[src/rtl/ipsl_pcie_dma_defines.sv]
// Shared definitions for the PCIe DMA buffer RAM engines.
// Holds line geometry (4 DW per 128-bit line), the maximum request length
// and the read-stream FSM state encoding.
package ipsl_pcie_dma_defines;

    localparam int unsigned DW_PER_LINE    = 4;
    localparam int unsigned LINE_OFF_WIDTH = 2;
    localparam int unsigned MAX_LEN_DW     = 1024;

    typedef enum logic {
        ST_IDLE  = 1'b0,
        ST_ISSUE = 1'b1
    } rd_state_e;

endpackage

[src/rtl/ipsl_pcie_dma_dw_mask.sv]
// Per-DW enable mask for one 128-bit RAM line.
//   off      : DW offset of the first valid DW (used when is_first)
//   end_dw   : DW index of the last valid DW (used when is_last)
//   is_first : line is the first line of the transfer
//   is_last  : line is the last line of the transfer
//   dw_en    : bit i set when DW i of the line belongs to the transfer
// Purely combinational; also intended for the write-side byte-enable path.
module ipsl_pcie_dma_dw_mask
    import ipsl_pcie_dma_defines::*;
(
    input  logic [LINE_OFF_WIDTH-1:0] off,
    input  logic [LINE_OFF_WIDTH-1:0] end_dw,
    input  logic                      is_first,
    input  logic                      is_last,
    output logic [DW_PER_LINE-1:0]    dw_en
);

    localparam logic [DW_PER_LINE-1:0] AllOnes = {DW_PER_LINE{1'b1}};

    logic [DW_PER_LINE-1:0] first_mask;
    logic [DW_PER_LINE-1:0] last_mask;

    always_comb begin
        first_mask = AllOnes << off;
        last_mask  = AllOnes >> (LINE_OFF_WIDTH'(DW_PER_LINE - 1) - end_dw);
        dw_en      = (is_first ? first_mask : AllOnes) & (is_last ? last_mask : AllOnes);
    end

endmodule

[src/rtl/ipsl_pcie_dma_ram_rd_stream.sv]
// Read-side engine for the PCIe DMA buffer RAM.
// Accepts a (start DW address, length) request, issues one RAM line read per
// clock and streams the returned lines with SOP/EOP and per-DW enables.
// The RAM output is used directly as the stream holding register: the RAM
// read clock enable is dropped while a beat is stalled.
//   clk, rst_n                  : clock (shared with RAM rd_clk), async active-low reset
//   req_valid/req_ready         : request handshake
//   req_dw_addr, req_len        : start DW address and length in DW (0 = 1024)
//   ram_rd_addr, ram_rd_clk_en  : RAM read port control
//   ram_rd_data                 : RAM read data (one-cycle latency)
//   tx_data/dw_en/sop/eop       : stream beat
//   tx_valid/tx_ready           : stream handshake
//   busy                        : request issuing or beat outstanding
module ipsl_pcie_dma_ram_rd_stream
    import ipsl_pcie_dma_defines::*;
#(
    parameter int unsigned ADDR_WIDTH = 12,
    parameter int unsigned DATA_WIDTH = 128,
    parameter int unsigned LEN_WIDTH  = 10
) (
    input  logic                                 clk,
    input  logic                                 rst_n,
    input  logic                                 req_valid,
    output logic                                 req_ready,
    input  logic [ADDR_WIDTH+LINE_OFF_WIDTH-1:0] req_dw_addr,
    input  logic [LEN_WIDTH-1:0]                 req_len,
    output logic [ADDR_WIDTH-1:0]                ram_rd_addr,
    output logic                                 ram_rd_clk_en,
    input  logic [DATA_WIDTH-1:0]                ram_rd_data,
    output logic [DATA_WIDTH-1:0]                tx_data,
    output logic [DW_PER_LINE-1:0]               tx_dw_en,
    output logic                                 tx_sop,
    output logic                                 tx_eop,
    output logic                                 tx_valid,
    input  logic                                 tx_ready,
    output logic                                 busy
);

    // Wide enough for 1024 DW and for the beat count (max 257).
    localparam int unsigned CntW = LEN_WIDTH + 1;

    rd_state_e                 state_q, state_d;
    logic [ADDR_WIDTH-1:0]     line_addr_q, line_addr_d;
    logic [CntW-1:0]           beats_q, beats_d;
    logic [LINE_OFF_WIDTH-1:0] off_q, off_d;
    logic [LINE_OFF_WIDTH-1:0] end_q, end_d;
    logic                      first_q, first_d;

    logic                      tx_valid_q;
    logic                      tx_sop_q;
    logic                      tx_eop_q;
    logic [DW_PER_LINE-1:0]    tx_dw_en_q;

    logic                      clk_en;
    logic                      issuing;
    logic                      is_last;
    logic [DW_PER_LINE-1:0]    line_mask;

    logic [LINE_OFF_WIDTH-1:0] req_off;
    logic [CntW-1:0]           len_eff;
    logic [CntW-1:0]           beats_sum;
    logic [CntW-1:0]           beats_init;
    logic [LINE_OFF_WIDTH-1:0] end_init;

    // Everything downstream of the accept advances only when the RAM output
    // may change, so a stalled beat is never overwritten.
    assign clk_en  = ~tx_valid_q | tx_ready;
    assign issuing = (state_q == ST_ISSUE) & clk_en;
    assign is_last = (beats_q == CntW'(1));

    // Request decode, only meaningful at accept.
    always_comb begin
        req_off    = req_dw_addr[LINE_OFF_WIDTH-1:0];
        len_eff    = (req_len == '0) ? CntW'(MAX_LEN_DW) : CntW'(req_len);
        beats_sum  = CntW'(req_off) + len_eff + CntW'(DW_PER_LINE - 1);
        beats_init = beats_sum >> LINE_OFF_WIDTH;
        end_init   = req_off + len_eff[LINE_OFF_WIDTH-1:0] - LINE_OFF_WIDTH'(1);
    end

    always_comb begin
        state_d     = state_q;
        line_addr_d = line_addr_q;
        beats_d     = beats_q;
        off_d       = off_q;
        end_d       = end_q;
        first_d     = first_q;
        unique case (state_q)
            ST_IDLE: begin
                // Accept does not wait for clk_en: a stalled last beat of the
                // previous request is untouched, the first issue simply waits.
                if (req_valid) begin
                    line_addr_d = req_dw_addr[ADDR_WIDTH+LINE_OFF_WIDTH-1:LINE_OFF_WIDTH];
                    beats_d     = beats_init;
                    off_d       = req_off;
                    end_d       = end_init;
                    first_d     = 1'b1;
                    state_d     = ST_ISSUE;
                end
            end
            ST_ISSUE: begin
                if (clk_en) begin
                    line_addr_d = line_addr_q + ADDR_WIDTH'(1);
                    beats_d     = beats_q - CntW'(1);
                    first_d     = 1'b0;
                    if (is_last) begin
                        state_d = ST_IDLE;
                    end
                end
            end
            default: state_d = ST_IDLE;
        endcase
    end

    always_ff @(posedge clk or negedge rst_n) begin
        if (!rst_n) begin
            state_q     <= ST_IDLE;
            line_addr_q <= '0;
            beats_q     <= '0;
            off_q       <= '0;
            end_q       <= '0;
            first_q     <= 1'b0;
        end else begin
            state_q     <= state_d;
            line_addr_q <= line_addr_d;
            beats_q     <= beats_d;
            off_q       <= off_d;
            end_q       <= end_d;
            first_q     <= first_d;
        end
    end

    ipsl_pcie_dma_dw_mask u_dw_mask (
        .off      (off_q),
        .end_dw   (end_q),
        .is_first (first_q),
        .is_last  (is_last),
        .dw_en    (line_mask)
    );

    // Side-band pipeline: registered on the same edge the RAM samples the
    // line address, so it lines up with ram_rd_data.
    always_ff @(posedge clk or negedge rst_n) begin
        if (!rst_n) begin
            tx_valid_q <= 1'b0;
            tx_sop_q   <= 1'b0;
            tx_eop_q   <= 1'b0;
            tx_dw_en_q <= '0;
        end else if (clk_en) begin
            tx_valid_q <= issuing;
            tx_sop_q   <= issuing & first_q;
            tx_eop_q   <= issuing & is_last;
            tx_dw_en_q <= issuing ? line_mask : '0;
        end
    end

    assign req_ready     = (state_q == ST_IDLE);
    assign ram_rd_addr   = line_addr_q;
    assign ram_rd_clk_en = clk_en;
    assign tx_data       = ram_rd_data;
    assign tx_valid      = tx_valid_q;
    assign tx_sop        = tx_sop_q;
    assign tx_eop        = tx_eop_q;
    assign tx_dw_en      = tx_dw_en_q;
    assign busy          = (state_q == ST_ISSUE) | tx_valid_q;

endmodule

[config.mk]
export PLATFORM = sky130hd
export DESIGN_NAME = ipsl_pcie_dma_ram_rd_stream
export DESIGN_NICKNAME = d
export VERILOG_FILES = /design/src/rtl/ipsl_pcie_dma_defines.sv /design/src/rtl/ipsl_pcie_dma_dw_mask.sv /design/src/rtl/ipsl_pcie_dma_ram_rd_stream.sv
export SDC_FILE = /design/constraint.sdc
export NUM_CORES = 1
export LEC_CHECK = 0
export BUFFER_PORTS_ARGS = -buffer_cell sky130_fd_sc_hd__buf_2
export CORE_AREA = 2 2 117 119
export DETAILED_ROUTE_END_ITERATION = 7
export DIE_AREA = 0 0 119 121
export PLACE_DENSITY_LB_ADDON = 0.1
export SYNTH_ARGS = -nofsm -noshare
export SYNTH_HDL_FRONTEND = slang
export SYNTH_SLANG_ARGS = --single-unit
[constraint.sdc]
create_clock -name clk -period 3.7 [get_ports clk]
set_clock_uncertainty 0.1 [all_clocks]
set_input_delay 0.74 -clock clk [delete_from_list [all_inputs] [get_ports clk]]
set_output_delay 0.74 -clock clk [all_outputs]
set_load 0.02 [all_outputs]
# Word level (Yosys, flattened, before mapping)
# Index checks and enable logic that the tools add are counted.
dict set report totals {
  register_bits 36
  output_inout_bits 150
  in_bits 156
  word_cells 50
}
dict set report classes {
  reduce_logical 3
  mux 17
  shifts 2
  n_eq_ne 3
  n_addsub 7
  bitwise_logic 8
}
# cell count
set op_table {}
lappend op_table {{$mux W11} 3}
lappend op_table {{$mux W12} 2}
lappend op_table {{$pmux W12 S2} 1}
lappend op_table {{$pmux W11 S2} 1}
lappend op_table {{$add A12 B1 Y12 const B} 1}
lappend op_table {{$mux W4} 3}
lappend op_table {{$add A11 B2 Y11 const B} 1}
lappend op_table {{$add A2 B11 Y11} 1}
lappend op_table {{$eq A11 B1 Y1 const B} 1}
lappend op_table {{$sub A11 B1 Y11 const B} 1}
lappend op_table {{$logic_not A10 Y1} 1}
lappend op_table {{$mux W1} 5}
lappend op_table {{$and A4 B4 Y4} 1}
lappend op_table {{$pmux W1 S2} 2}
lappend op_table {{$reduce_and A2 Y1} 2}
lappend op_table {{$shl A4 B2 Y4 const A} 1}
lappend op_table {{$shr A4 B2 Y4 const A} 1}
lappend op_table {{$and A1 B1 Y1} 3}
lappend op_table {{$add A2 B2 Y2} 1}
lappend op_table {{$ne A2 B1 Y1 const B} 1}
lappend op_table {{$ne A2 B2 Y1 const B} 1}
lappend op_table {{$not A1 Y1} 2}
lappend op_table {{$or A1 B1 Y1} 2}
lappend op_table {{$sub A2 B1 Y2 const B} 1}
lappend op_table {{$sub A2 B2 Y2 const A} 1}

# Depth between registers and ports, before layout
# Gate-level depths: netlist of the first run.
dict set report depth {
  depth_word 6
  ltp_mapped 9
}

# Cells and area by module
# From an unflattened synthesis of the first run, not the netlist that was laid out.
dict set report hier_totals {
  hier_cells 393
  hier_area_um2 3264.4
}
# module seq_area_each_um2 area_each_um2 cells_each instances
set modules_own_cells {}
lappend modules_own_cells {ipsl_pcie_dma_ram_rd_stream 900.9 3209.3 386 1}
lappend modules_own_cells {ipsl_pcie_dma_dw_mask 0.0 55.1 7 1}

# Worst setup path before layout of the first run
# No wires, ideal clock.
dict set report synth_path {
  path_kind {input -> register}
  start {input req_dw_addr[1]}
  end {register beats_q[3]}
  cell_stages 9
  t_arrival_ps 2179
  slack_ps 1337
  required_ps 3515
  cell_sequence {inv_1 > ha_1 > inv_1 > ha_1 > fa_1 > nand3_1 > xor2_1 > a211o_1 > o21ai_0}
}
dict set report synth_via {
  elab_chain_len 4
}
# element line
set synth_lines {}
lappend synth_lines {{from (decl)} ipsl_pcie_dma_ram_rd_stream.sv:25} ;# input logic [ADDR_WIDTH+LINE_OFF_WIDTH-1:0] req_dw_addr,
lappend synth_lines {{$add A2 B11 Y11} ipsl_pcie_dma_ram_rd_stream.sv:75} ;# beats_sum = CntW'(req_off) + len_eff + CntW'(DW_PER_LINE - 1);
lappend synth_lines {{$add A11 B2 Y11} ipsl_pcie_dma_ram_rd_stream.sv:75}
lappend synth_lines {{$mux W11} ipsl_pcie_dma_ram_rd_stream.sv:91} ;# if (req_valid) begin
lappend synth_lines {{$pmux W11 S2} ipsl_pcie_dma_ram_rd_stream.sv:87} ;# unique case (state_q)
lappend synth_lines {{to (signal assigned)} ipsl_pcie_dma_ram_rd_stream.sv:125} ;# beats_q <= beats_d;
lappend synth_lines {{to (decl)} ipsl_pcie_dma_ram_rd_stream.sv:44} ;# logic [CntW-1:0] beats_q, beats_d;
# Every way passes these cells. The select of a mux whose other input is x is not followed.
# A chain may end at the register's enable or synchronous reset.

# Worst setup path in the final report of the first run
dict set report layout_path {
  start {register state_q}
  end {output req_ready}
}
dict set report layout_via {
  elab_chain_len 1
}
# element line
set layout_lines {}
lappend layout_lines {{from (decl)} ipsl_pcie_dma_ram_rd_stream.sv:42} ;# rd_state_e state_q, state_d;
lappend layout_lines {{from (signal assigned)} ipsl_pcie_dma_ram_rd_stream.sv:123} ;# state_q <= state_d;
lappend layout_lines {{$not A1 Y1 (no source line)} -}
lappend layout_lines {{to (decl)} ipsl_pcie_dma_ram_rd_stream.sv:24} ;# output logic req_ready,
# Every way passes these cells.

==> results of run 1 <==
cell usage in the layout (no fill, tap or decap), types with 6 or more instances in the layout:
cell type and instances:
buf_2 49, dfrtp_1 36, nand2_1 30, o21ai_0 16
nor2_1 15, nand3_1 12, inv_1 11, a21oi_1 11
nor2b_1 10, xor2_1 10, a211oi_1 9, ha_1 7
nand4_1 6, buf_4 6
routing by layer:
metal	global-route usage, %	share of wire [%]
met5	0	0
met4	2.53	0.90
met3	5.17	8.3
met2	16.2	42
met1	14.4	48
worst paths after layout:
check	to	slack (ps)	cells past startpoint
max in group asynchronous	off_q[0]	2440	1
max reg2reg	beats_q[4]	1680	5
min in group asynchronous	ram_rd_addr[5]	500	1
min reg2reg	tx_sop	370	2
min	tx_sop	370	2
max	req_ready	1430	3
cell type report:
| cell class | count | share of cell area (%) |
|---|---|---|
| Clock inverter | 3 | 1.48 |
| Sequential cell | 36 | 31.3 |
| Clock buffer | 5 | 4.34 |
| Inverter | 12 | 1.56 |
| Timing Repair Buffer | 55 | 10.1 |
| Multi-Input combinational cell | 192 | 43.6 |
| Tap cell | 176 | 7.64 |
sequential cells by signal, indices dropped and copies added (netlist names):
register,flops
end_q,2
ram_rd_addr,12
off_q,2
first_q,1
tx_sop,1
state_q,1
tx_dw_en,4
tx_valid,1
tx_eop,1
beats_q,11
kinds of logic after synthesis:
| group | count (synthesis) | synth area share, % |
|---|---|---|
| buffers and inverters | 155 | 33.2 |
| and+or+nand+nor | 101 | 16.7 |
| AOI/OAI and AO/OA | 64 | 13.5 |
| DFF | 36 | 27.9 |
| xor gates and xnor gates | 14 | 3.79 |
| adders and majority gates | 8 | 3.33 |
| muxes | 5 | 1.55 |
per-stage QoR:
stage	setup slack (ps)	cell area [sq um]	power, W	utilization, %
2_1_floorplan	1340	3230	0.00125	-
3_3_place_gp	1130	2710	0.00127	20.7
3_5_place_dp	1130	2710	0.00127	20.7
4_1_cts	1400	2880	0.00177	22.0
5_1_grt	1300	2880	0.00188	22.0
6_report	1430	2880	0.00174	22.0
critical path, cell delays in order (launching register included):
cell and delay, ps:
dfrtp_1 350, buf_4 270, clkinv_1 280, buf_2 240
power groups by stage:
stage | Clock (W) | Combinational (W) | Sequential (W)
finish | 0.000491 | 0.000579 | 0.000671
global route | 0.000533 | 0.000650 | 0.000695
CTS | 0.000509 | 0.000590 | 0.000673
detailed placement | 0 | 0.000587 | 0.000679
global placement | 0 | 0.000585 | 0.000680
floorplan | 0 | 0.000534 | 0.000718
==> impl_metrics.ini, run 1 <==
[power_and_ir_drop]
power_density_nw_per_um2 = 604
clkPwrFrac_pct = 28.2
internal-power_w = 0.00108
pwr-share-comb_pct = 33.3
leakage_nw = 1.22
power_frac_seq_pct = 38.5
switching_share_pct = 38.1
vdd_drop_max_mv = 0.158
p_sw_w = 0.000664

[yosys]
post-synth-top-count-cell = buf_4
synthCells = 383
ys_warn_count = 0
synthFlopType = dfrtp_1
synth_top_area_cell = buf_4
synth_area_per_cell_sq_um = 8.44
ys_top_cells_by_count = 128 x buf_4, 36 x dfrtp_1, 30 x nand2_1
ys_types = 53
synth_edf_count = 0
syn-num-nets = 547
synth_seq_area_share_pct = 27.9
synth-seq-cells = 36
synthArstFlopShare_pct = 100
synth_top_area_share_pct = 29.7
synth_area_sq_um = 3230
synthTopCellsByArea = buf_4 30%, dfrtp_1 28%, nand2_1 3.5%

[critical_path]
crit_start = state_q
end_kind = primary output
cp-start-kind = flip-flop
critical_path.reg2reg.startpoint = state_q
crit_arrival_ps = 1430
cp_data_required_time_ps = 2860
worstSetupPathType = flip-flop to primary output
crit_fanout = 21

[sta]
relSlewSlack_pct = 38.8
max_freq_mhz = 441
fin_crit_sh_pct = 61.3
whs_ps = 371
worst_slew_pin_slew_ps = 918
setup_viol = 0
maxSlewViolCount = 0
final.setup.tns_ps = 0
period_needed_ps = 2270
hold_viol = 0
rsz0062_at_grt = false

[placed_design]
dp.cells = 471
io_buffers = 49
place_hpwl_mm = 5.64
place_congestion = 0.723

[global_route]
grt_first_pass_wirelength_mm = 12.4
antenna_found_initial = 0
first_global_vias = 2234
grt_usage_pct = 11.0
grt_max_degree = 37
overflow = 0

[final_layout]
drive_above_1_share_pct = 24.1
fillers = 1462
multiInputGateArea_sq_um = 1260
stdcell_count = 479
register_area_sq_um = 901
nNetsFinal = 466
diodes = 0
syn2layout_area_growth_pct = -10.9

[route]
drc_errors = 0
drtAntennaViolNets = 0
first_pass_iters = 4
drt_iter0_drc = 115
routedWlPerCell_um = 16.1
via_count = 2175
wl_mm = 7.70
vias_per_cell = 4.54

[clock_network]
cts_hold_buf = 0
numCtsBuffers = 5
cts_setup_buffers = 0
htree_levels = 2
path_clk_slew_ps = 60
cts.sinks = 36
root_buffer = clkbuf_16
clk_path_buf_depth = 2
clkLatencyLatePin_ps = 280
cts_tree = built
cts_resized = 0

[run_status]
status = finished, final reports clean

[floorplanning]
die-area_sq_um = 14400
die-width_um = 119
core_sq_um = 13100
die_y_um = 121
fp-row-count = 42
io_pins = 306
initial_core_util_pct = 24.7

[flow_run]
maxCapViolations = 0

[hold_path]
min-delay-start = tx_sop
hold_class = flip-flop to flip-flop
(Power assumes the default switching activity.)
==> inputs of run 2 (changes only) <==
--- a/config.mk
+++ b/config.mk
@@ -6,9 +6,9 @@
 export NUM_CORES = 1
 export LEC_CHECK = 0
 export BUFFER_PORTS_ARGS = -buffer_cell sky130_fd_sc_hd__buf_2
-export CORE_AREA = 2 2 117 119
+export CORE_AREA = 2 2 120 122
 export DETAILED_ROUTE_END_ITERATION = 7
-export DIE_AREA = 0 0 119 121
+export DIE_AREA = 0 0 122 124
 export PLACE_DENSITY_LB_ADDON = 0.1
 export SYNTH_ARGS = -nofsm -noshare
 export SYNTH_HDL_FRONTEND = slang
==> constraint.sdc (replaced) <==
create_clock -name clk -period 2.1 [get_ports clk]
set_clock_uncertainty 0.1 [all_clocks]
set_input_delay 0.42 -clock clk [delete_from_list [all_inputs] [get_ports clk]]
set_output_delay 0.42 -clock clk [all_outputs]
set_load 0.02 [all_outputs]
==> run 2 against run 1 <==
Net effect:
- wire length decreased by 0.69%
- non-clock buffer count is 10 higher
- sequential power increased by 76%
- first-iteration DRC count is 21% lower
- via count down 0.69%
- highest routed layer unchanged
- critical endpoint is now beats_q[3]
- cell count is 2.9% higher
==> impl_metrics.ini, run 2 (synthesized netlist as in run 1, its figures left out) <==
[final_layout]
most-common-layout-cells = 49 x buf_2, 36 x dfrtp_1, 30 x nand2_1
utilization_pct = 21.5
diodes = 0
final_common_cell = buf_2
stdcell_count = 493
syn2layout_area_growth_pct = -8.90
fin_area_sq_um = 2950
largest_register_ffs = 12
nNetsFinal = 476
drive_above_1_share_pct = 27.2

[route]
drc_errors = 0
routedWlPerCell_um = 15.5
vias_per_cell = 4.38
via_count = 2160
wl_mm = 7.65
drt_iter0_drc = 91
first_pass_iters = 4
drtAntennaViolNets = 0

[clock_network]
clkLatencyLatePin_ps = 280
path_clk_slew_ps = 60
cts_tree = built
numCtsBuffers = 5
cts.sinks = 36
root_buffer = clkbuf_16
cts_hold_buf = 0
htree_levels = 2
clk_path_buf_depth = 2

[critical_path]
worstSetupPathType = input port to flip-flop
cp-start-kind = input port
end_kind = flip-flop
crit_arrival_ps = 2060
crit_fanout = 4
cp_data_required_time_ps = 2200

[power_and_ir_drop]
power_density_nw_per_um2 = 1010
leakage_nw = 1.25
vdd_drop_max_mv = 0.297

[global_route]
grt_usage_pct = 10.5
grt_max_degree = 37
first_global_vias = 2240
overflow = 0
antenna_found_initial = 0
grt_first_pass_wirelength_mm = 12.2

[sta]
worst_slew_pin_slew_ps = 517
fin_crit_sh_pct = 93.5
rsz0062_at_grt = false
max_freq_mhz = 509
setup_viol = 0
relSlewSlack_pct = 65.5
fin_ws_ps = 137
maxSlewViolCount = 0
period_needed_ps = 1960
hold_viol = 0
whs_ps = 105

[floorplanning]
initial_core_util_pct = 23.6
die-width_um = 122
die_y_um = 124
fp-row-count = 43
core_sq_um = 13700
io_pins = 306
die-area_sq_um = 15100

[placed_design]
dp_slack_ps = -166
place_hpwl_mm = 5.83
io_buffers = 49
place_congestion = 0.704
dp.cells = 485
post_dp_cell_area_sq_um = 2790

[run_status]
status = finished, final reports clean

[hold_path]
hold_class = input port to asynchronous set/reset pin

[flow_run]
maxCapViolations = 0
-- run 2: cell count changes in the layout (fill, tap and decap cells not counted), sizes merged --
| cell | previous run | this run |
|---|---|---|
| buf | 55 | 65 |
| bufinv | 1 | 0 |
| clkinvlp | 1 | 2 |
-- run 2: power by group --
part           switching (W)  total [W]  internal [W]
clock               0.000316   0.000758      0.000442
sequential          0.000279    0.00118      0.000897
combinational       0.000580    0.00104      0.000462
-- run 2: worst paths after layout --
kind	start	end	slack, ps	cells past startpoint
worst max-delay path	req_dw_addr[1]	beats_q[3]	140	10
worst max register to register	beats_q[1]	tx_dw_en[1]	250	6
min in group clk	req_dw_addr[9]	ram_rd_addr[7]	310	3
worst min-delay path	rst_n	tx_valid	110	2
max in group asynchronous	rst_n	ram_rd_addr[1]	1440	2
worst min register to register	tx_sop	tx_sop	370	2
-- run 2: area by class of cell --
cell class	count	area, sq um
Clock buffer	5	125
Clock inverter	3	23.8
Fill cell	1543	10800
Inverter	12	45.0
Multi-Input combinational cell	192	1260
Sequential cell	36	901
Tap cell	180	225
Timing Repair Buffer	65	365
-- run 2: timing repair --
| action | in CTS | in global routing |
|---|---|---|
| gates cloned | 0 | 0 |
| setup buffers | 0 | 0 |
| endpoints found under the setup margin | 1 | 1 |
| resized for setup | 1 | 1 |
-- run 2: per-layer routing --
metal	GRT usage (%)	share of wire (%)	vias to the layer above
met5	0	0	-
met4	3.81	1.8	0
met3	3.89	8.2	28
met2	16.2	45	104
met1	13.4	45	988
li1	-	-	1040
-- run 2: worst max-delay path, stage by stage --
cell and delay (ps):
buf_2 70, inv_1 50, ha_1 270, inv_1 40, ha_1 220, fa_1 450
nand3_1 110, xor2_1 60, a211o_1 290, o21ai_0 70
-- run 2: per-stage QoR --
step           TNS (ps)  power (W)
3_5_place_dp       -433    0.00225
4_1_cts               0    0.00304
2_1_floorplan         0    0.00221
5_1_grt               0    0.00323
6_report              0    0.00298
3_3_place_gp       -378    0.00225
==> inputs of run 3 (changes only) <==
--- a/config.mk
+++ b/config.mk
@@ -6,9 +6,9 @@
 export NUM_CORES = 1
 export LEC_CHECK = 0
 export BUFFER_PORTS_ARGS = -buffer_cell sky130_fd_sc_hd__buf_2
-export CORE_AREA = 2 2 120 122
+export CORE_AREA = 2 2 117 119
 export DETAILED_ROUTE_END_ITERATION = 7
-export DIE_AREA = 0 0 122 124
+export DIE_AREA = 0 0 119 121
 export PLACE_DENSITY_LB_ADDON = 0.1
 export SYNTH_ARGS = -nofsm -noshare
 export SYNTH_HDL_FRONTEND = slang
==> constraint.sdc (replaced) <==
create_clock -name clk -period 2.5 [get_ports clk]
set_clock_uncertainty 0.1 [all_clocks]
set_input_delay 0.5 -clock clk [delete_from_list [all_inputs] [get_ports clk]]
set_output_delay 0.5 -clock clk [all_outputs]
set_load 0.02 [all_outputs]
==> run 3 against run 2 <==
Net effect:
- largest power group unchanged
- die area decreased by 4.8%
- register-to-register slack better by 330 ps
- worst hold slack worse by 13 ps
- wire length shrank 0.13%
- clock power decreased by 4.4%
==> impl_metrics.ini, run 3 (synthesized netlist as in run 1, its figures left out) <==
[run_status]
status = finished, final reports clean

[clock_network]
numCtsBuffers = 5
cts_resized = 0
cts_hold_buf = 0
cts_tree = built
clkLatencyLatePin_ps = 280
htree_levels = 2
cts_setup_buffers = 0
clk_path_buf_depth = 2
path_clk_slew_ps = 60
cts.sinks = 36
root_buffer = clkbuf_16

[route]
drc_errors = 0
via_count = 2187
routedWlPerCell_um = 15.8
drtAntennaViolNets = 0
wl_mm = 7.64
vias_per_cell = 4.51
drt_iter0_drc = 105
first_pass_iters = 4

[sta]
setup_viol = 0
worst_slew_pin_slew_ps = 564
final.setup.tns_ps = 0
whs_ps = 91.9
period_needed_ps = 2060
maxSlewViolCount = 0
rsz0062_at_grt = false
fin_crit_sh_pct = 82.3
hold_viol = 0
relSlewSlack_pct = 62.1
max_freq_mhz = 486

[final_layout]
stdcell_count = 485
nNetsFinal = 472
largest_register_ffs = 12
syn2layout_area_growth_pct = -9.48
diodes = 0
most-common-layout-cells = 49 x buf_2, 36 x dfrtp_1, 30 x nand2_1
drive_above_1_share_pct = 25.6
final_common_cell = buf_2

[power_and_ir_drop]
vdd_drop_max_mv = 0.222
pwr-share-comb_pct = 33.5
p_sw_w = 0.000975
power_density_nw_per_um2 = 880
power_frac_seq_pct = 38.3
switching_share_pct = 37.9
clkPwrFrac_pct = 28.1
leakage_nw = 1.25
internal-power_w = 0.00160

[floorplanning]
fp-row-count = 42
die_y_um = 121
die-width_um = 119
io_pins = 306
die-area_sq_um = 14400
core_sq_um = 13100
initial_core_util_pct = 24.7

[flow_run]
maxCapViolations = 0

[critical_path]
crit_start = req_dw_addr[1]
crit_arrival_ps = 2160
cp-start-kind = input port
end_kind = flip-flop
crit_fanout = 4
worstSetupPathType = input port to flip-flop
cp_data_required_time_ps = 2600
rrSetupSlack_ps = 580
critical_path.reg2reg.startpoint = beats_q[5]

[placed_design]
dp.cells = 477
place_congestion = 0.744
io_buffers = 49
place_hpwl_mm = 5.87

[global_route]
antenna_found_initial = 0
first_global_vias = 2239
grt_usage_pct = 10.6
grt_max_degree = 23
overflow = 0
grt_first_pass_wirelength_mm = 12.2

[hold_path]
hold_class = input port to asynchronous set/reset pin
==> run 3: changes by cell type in the layout (fill, tap and decap cells not counted), sizes merged <==
cell / change
clkinvlp: -1
buf: -4
bufinv: +1
==> run 3: layer usage <==
metal	vias to the layer above	part of all wire [%]	global-route usage [%]
met1	1015	47	13.6
met2	125	42	16.2
met4	0	1.3	2.83
li1	1025	-	-
met5	-	0	0
met3	22	8.9	4.89
==> run 3: critical path: stages <==
cell     delay (ps)
buf_2            70
inv_1            50
ha_1            270
inv_1            40
ha_1            220
fa_1            460
nand3_1         120
xor2_1           70
a211o_1         290
o21ai_0          70
==> run 3: power by group through the flow <==
stage | clock network (W) | logic (W) | registers [W]
6_report | 0.000725 | 0.000863 | 0.000987
5_1_grt | 0.000787 | 0.000962 | 0.00103
4_1_cts | 0.000758 | 0.000877 | 0.000989
3_5_place_dp | 0 | 0.000873 | 0.000998
3_3_place_gp | 0 | 0.000874 | 0.000997
2_1_floorplan | 0 | 0.000790 | 0.00106
==> run 3: path summary, 6_finish.rpt <==
check / end / cells after the start
max: beats_q[3] / 10
min: ram_rd_addr[7] / 1
max reg2reg: tx_dw_en[1] / 4
min reg2reg: tx_sop / 2
max in group asynchronous: beats_q[8] / 2
min in group clk: tx_sop / 2
==> run 3: stage by stage <==
stage	total power [W]	area, sq um	setup slack, ps	utilization [%]
global placement	0.00187	2760	169	21.1
detailed placement	0.00187	2760	164	21.1
finish	0.00257	2930	442	22.4
CTS	0.00262	2930	442	22.4
floorplan	0.00185	3230	377	-
global route	0.00278	2930	326	22.4
==> run 3: cell type report <==
class / instances / area (sq um)
inverters: 12 / 45.0
repair buffers: 61 / 335
clock buffers: 5 / 125
well taps: 176 / 220
clock inverters: 3 / 42.5
fillers: 1446 / 10200
multi-input cells: 192 / 1260
flip-flops and latches: 36 / 901
